### src/rtl/fifo2uart.sv
// fifo2uart: drains a byte FIFO into uart_tx as one framed packet.
// Frame is HEAD0, HEAD1, LEN, payload, and an optional XOR checksum.
module fifo2uart #(
  parameter logic [7:0] HEAD0  = 8'hAA,
  parameter logic [7:0] HEAD1  = 8'h55,
  parameter bit         CHK_EN = 1'b1
) (
  input  logic       clk,
  input  logic       rst,
  input  logic       start,
  input  logic [7:0] data_len,
  output logic       busy,
  output logic       done,
  input  logic       fifo_empty,
  output logic       fifo_rxen,
  input  logic [7:0] fifo_rxd,
  output logic [7:0] uart_txd,
  output logic       uart_txdv,
  input  logic       uart_txdr
);

  typedef enum logic [3:0] {
    S_IDLE,
    S_HDR0,
    S_HDR1,
    S_LEN,
    S_RD,
    S_RDW,
    S_DATA,
    S_CHK,
    S_DONE
  } state_t;

  state_t     r_state;
  state_t     w_next;
  logic [7:0] r_len;
  logic [7:0] r_cnt;
  logic [7:0] r_chk;
  logic [7:0] r_txd;
  logic [7:0] w_cnt_nxt;
  logic       w_send;
  logic       w_xfer;
  logic       w_rd;
  logic       w_last;

  assign w_send = (r_state == S_HDR0) ||
                  (r_state == S_HDR1) ||
                  (r_state == S_LEN)  ||
                  (r_state == S_DATA) ||
                  (r_state == S_CHK);

  // Gated by rst so a reset cycle never drains the FIFO or hands off a byte.
  assign uart_txdv = w_send & ~rst;
  assign w_xfer    = uart_txdv & uart_txdr;
  assign w_rd      = (r_state == S_RD) & ~fifo_empty & ~rst;
  assign fifo_rxen = w_rd;

  assign w_cnt_nxt = r_cnt + 8'd1;
  assign w_last    = (w_cnt_nxt == r_len);

  assign uart_txd  = r_txd;
  assign done      = (r_state == S_DONE);
  assign busy      = (r_state != S_IDLE) && (r_state != S_DONE);

  always_ff @(posedge clk) begin
    if (rst) begin
      r_state <= S_IDLE;
    end else begin
      r_state <= w_next;
    end
  end

  always_comb begin
    w_next = r_state;
    unique case (r_state)
      S_IDLE: begin
        if (start) w_next = S_HDR0;
      end
      S_HDR0: begin
        if (w_xfer) w_next = S_HDR1;
      end
      S_HDR1: begin
        if (w_xfer) w_next = S_LEN;
      end
      S_LEN: begin
        if (w_xfer) begin
          if (r_len != 8'd0) w_next = S_RD;
          else w_next = CHK_EN ? S_CHK : S_DONE;
        end
      end
      S_RD: begin
        if (w_rd) w_next = S_RDW;
      end
      S_RDW: begin
        w_next = S_DATA;
      end
      S_DATA: begin
        if (w_xfer) begin
          if (!w_last) w_next = S_RD;
          else w_next = CHK_EN ? S_CHK : S_DONE;
        end
      end
      S_CHK: begin
        if (w_xfer) w_next = S_DONE;
      end
      S_DONE: begin
        w_next = S_IDLE;
      end
      default: begin
        w_next = S_IDLE;
      end
    endcase
  end

  // The next byte is loaded on the transfer edge, so uart_txd only
  // changes when uart_tx has just taken the current one.
  always_ff @(posedge clk) begin
    if (rst) begin
      r_len <= 8'd0;
      r_cnt <= 8'd0;
      r_chk <= 8'd0;
      r_txd <= 8'd0;
    end else begin
      unique case (r_state)
        S_IDLE: begin
          if (start) begin
            r_len <= data_len;
            r_cnt <= 8'd0;
            r_chk <= 8'd0;
            r_txd <= HEAD0;
          end
        end
        S_HDR0: begin
          if (w_xfer) r_txd <= HEAD1;
        end
        S_HDR1: begin
          if (w_xfer) r_txd <= r_len;
        end
        S_LEN: begin
          if (w_xfer) begin
            r_chk <= r_len;
            r_txd <= r_len;
          end
        end
        S_RDW: begin
          r_txd <= fifo_rxd;
        end
        S_DATA: begin
          if (w_xfer) begin
            r_chk <= r_chk ^ r_txd;
            r_cnt <= w_cnt_nxt;
            if (w_last) r_txd <= r_chk ^ r_txd;
          end
        end
        default: begin
        end
      endcase
    end
  end

endmodule

### config.mk
export PLATFORM = sky130hd
export DESIGN_NAME = fifo2uart
export DESIGN_NICKNAME = d
export VERILOG_FILES = /design/src/rtl/fifo2uart.sv
export SDC_FILE = /design/constraint.sdc
export NUM_CORES = 1
export LEC_CHECK = 0
export CORE_ASPECT_RATIO = 1.25
export CORE_MARGIN = 8
export CORE_UTILIZATION = 54
export DETAILED_ROUTE_END_ITERATION = 10
export PLACE_DENSITY = 0.8
export SYNTH_ARGS = -nofsm -noshare
export SYNTH_HDL_FRONTEND = slang
export SYNTH_SLANG_ARGS = --single-unit
### constraint.sdc
create_clock -name clk -period 4.8 [get_ports clk]
set_input_delay 0.96 -clock clk [delete_from_list [all_inputs] [get_ports clk]]
set_output_delay 0.96 -clock clk [all_outputs]
set_load 0.01 [all_outputs]
==> out/metrics.yaml <==
cp_common_cell: "clkdlybuf4s50_1"
rows: 26
hold_class: "reg2reg"
tns_ns: 0
synth_ff_type: "dfxtp_1"
p_per_area_nw_per_um2: 451
cpPeakStageDelay_ns: 0.70
power_uw: 1180
coreArea_sq_um: 4030
critPathRequiredTime_ns: 3.84
drtAntennaViolNets: 0
worst_slew_pin_slew_ns: 1.00
slowest_stage: "clkdlybuf4s50_1"
clockBufferDepth: 2
max_clock_freq_mhz: 278
cts.clk_slew.worst_paths_ns: 0.08
slew_viol_final: 0
cts_sinks: 36
wl_per_cell_um: 15.9
drive_gt1_share_pct: 9.28
grt_first_pass_wirelength_um: 9220
p_seq_share_pct: 38.3
clk_latency_ns: 0.30
power.share.clock_pct: 18.8
areaGrowthSynthToFinish_pct: 17.8
seq_area_frac_synth_pct: 32.5
arrival_ns: 2.64
cp_max_fo: 16
n_antenna_cell: 0
syn_inst: 268
drt-initial-drc-count: 132
pin_count: 33
cts_resized: 0
synth_cell_types: 52
start_util_pct: 55.1
grt_pass1_vias: 1944
grtUsageTotal_pct: 18.0
synth_top_area_share_pct: 32.5
htree_levels: 2
cp-end-kind: "primary output"
cts-buffers-inserted: 5
syn_nets: 290
cp-start-kind: "primary input"
die_h_um: 87.7
port_buffers: 32
switching_share_pct: 39.7
drt-total-wl_um: 5530
leakage_uw: 0.000952
nNetsFinal: 312
gp_congestion: 0.914
dr.pass1.iters: 4
outcome: "complete, no violations"
postCtsSetupBuffers: 0
final.min_clock_period_ns: 3.60
post-dp-hpwl_um: 4010
path_class: "in2out"
intPower_uw: 712
ys_async_sr_fraction_pct: 0
die_area_sq_um: 6430
switchingPower_uw: 469
hold_viol: 0
holdBufCountCts: 0
worstPathCellList: "clkdlybuf4s50_1, nor4b_1, clkdlybuf4s50_1"
yosysTopAreaCell: "dfxtp_1"
synth-seq-cells: 36
slew_headroom_pct: 32.9
chipWidth_um: 73.4
synth_edf_count: 0
vdd_drop_max_v: 0.000228
post-route-period-util_pct: 74.9
overflow: 0
vias: 2078
cts_root_buffer: "clkbuf_8"
fin_worst_skew_ns: 0.0104
cts_tree: "done"
drc: 0
grt_max_degree: 25
postSynthAreaPerCell_sq_um: 8.29
antenna_found_initial: 0
rsz0062_at_grt: "no"
synth_area_leaders: "dfxtp_1 32%, xor2_1 5.9%, nand2_1 4.9%"
viasPerCell: 5.99
power_frac_comb_pct: 42.9
ys_warn_count: 0
setup_viol: 0
cap_violations: 0
synthesis.area_sq_um: 2220
==> final cells by class <==
type / instances / area (sq um)
Fill cell: 358 / 1420
Multi-Input combinational cell: 211 / 1390
Sequential cell: 36 / 721
Timing Repair Buffer: 33 / 328
Tap cell: 56 / 70.1
Clock buffer: 5 / 68.8
Clock inverter: 3 / 23.8
Inverter: 3 / 11.3
==> kinds of logic after synthesis <==
logic type / after synthesis / synth area share (%)
DFF: 36 / 32.5
adders and majority gates: 1 / 0.563
xor gates and xnor gates: 21 / 8.28
AOI/OAI and AO/OA: 68 / 22.9
buffers and inverters: 21 / 4.79
and+or+nand+nor: 113 / 27.4
muxes: 8 / 3.61
==> stage by stage <==
stage	worst slack [ns]	instances	hold WS, ns	cell area [sq um]	util [%]
finish	1.20	347	0.510	2620	64.9
global route	1.09	347	0.529	2620	64.9
CTS	1.18	347	0.518	2620	64.9
detailed placement	1.18	339	0.506	2520	62.6
global placement	1.19	339	0.494	2520	62.6
floorplan	2.22	268	0.470	2220	-
==> Yosys cell counts (all sizes together) (2+ instances only) <==
cell	number
nor4	2
buf	11
a311oi	8
and4	3
o21ai	14
nand2	29
dfxtp	36
a211oi	17
nand3	9
a21o	3
xor2	15
nand2b	3
and3	10
or3	2
xnor2	6
mux2i	8
nor3b	3
nor2	30
nor3	7
or4	3
inv	3
and2	4
nand3b	3
a22oi	5
clkbuf	7
a21oi	13
==> power by group through the flow <==
stage,Combinational [uW],Sequential [uW],Clock (uW)
after floorplan,372,434,0
after global placement,495,457,0
after CTS,508,451,228
after detailed placement,505,458,0
final,507,452,222
after global routing,555,463,241
==> state kept, by name, summed over array words and instances (netlist names) <==
| register | count |
|---|---|
| r_chk | 8 |
| r_len | 8 |
| r_state | 4 |
| r_cnt | 8 |
| uart_txd | 8 |
==> worst paths after layout <==
check | start | endpoint | slack (ns) | depth (start not counted)
setup / recovery | rst | fifo_rxen | 1.20 | 3
hold / removal | r_chk[4] | r_chk[4] | 0.51 | 2
setup reg to reg | r_state[2] | uart_txd[6] | 2.41 | 5
hold reg to reg | r_chk[4] | r_chk[4] | 0.51 | 2
==> worst max-delay path: cells and delay by family <==
family,cells,cell delay [ns]
and+or+nand+nor,1,0.39
buffers and inverters,2,1.29
==> per-layer routing <==
layer / vias up / GRT usage [%] / part of all wire, %
li1: 1019 / - / -
met1: 984 / 20.5 / 44
met2: 62 / 32.1 / 49
met3: 13 / 2.75 / 4.3
met4: 0 / 8.01 / 2.5
met5: - / 0 / 0
==> layout by cell type, fill, tap and decap left out, drive strengths merged, types with 2 or more instances in the layout <==
cell type	n
dfxtp	36
clkdlybuf4s50	32
nor2	30
nand2	29
a211oi	17
xor2	15
o21ai	14
a21oi	13
and3	10
nand3	9
a311oi	8
mux2i	8
nor3	7
xnor2	6
a22oi	5
clkbuf	5
and2	4
inv	3
nor3b	3
nand3b	3
or4	3
and4	3
nand2b	3
a21o	3
or3	2
nor4	2
clkinvlp	2
Note: power is estimated with default switching activity, not from simulation.
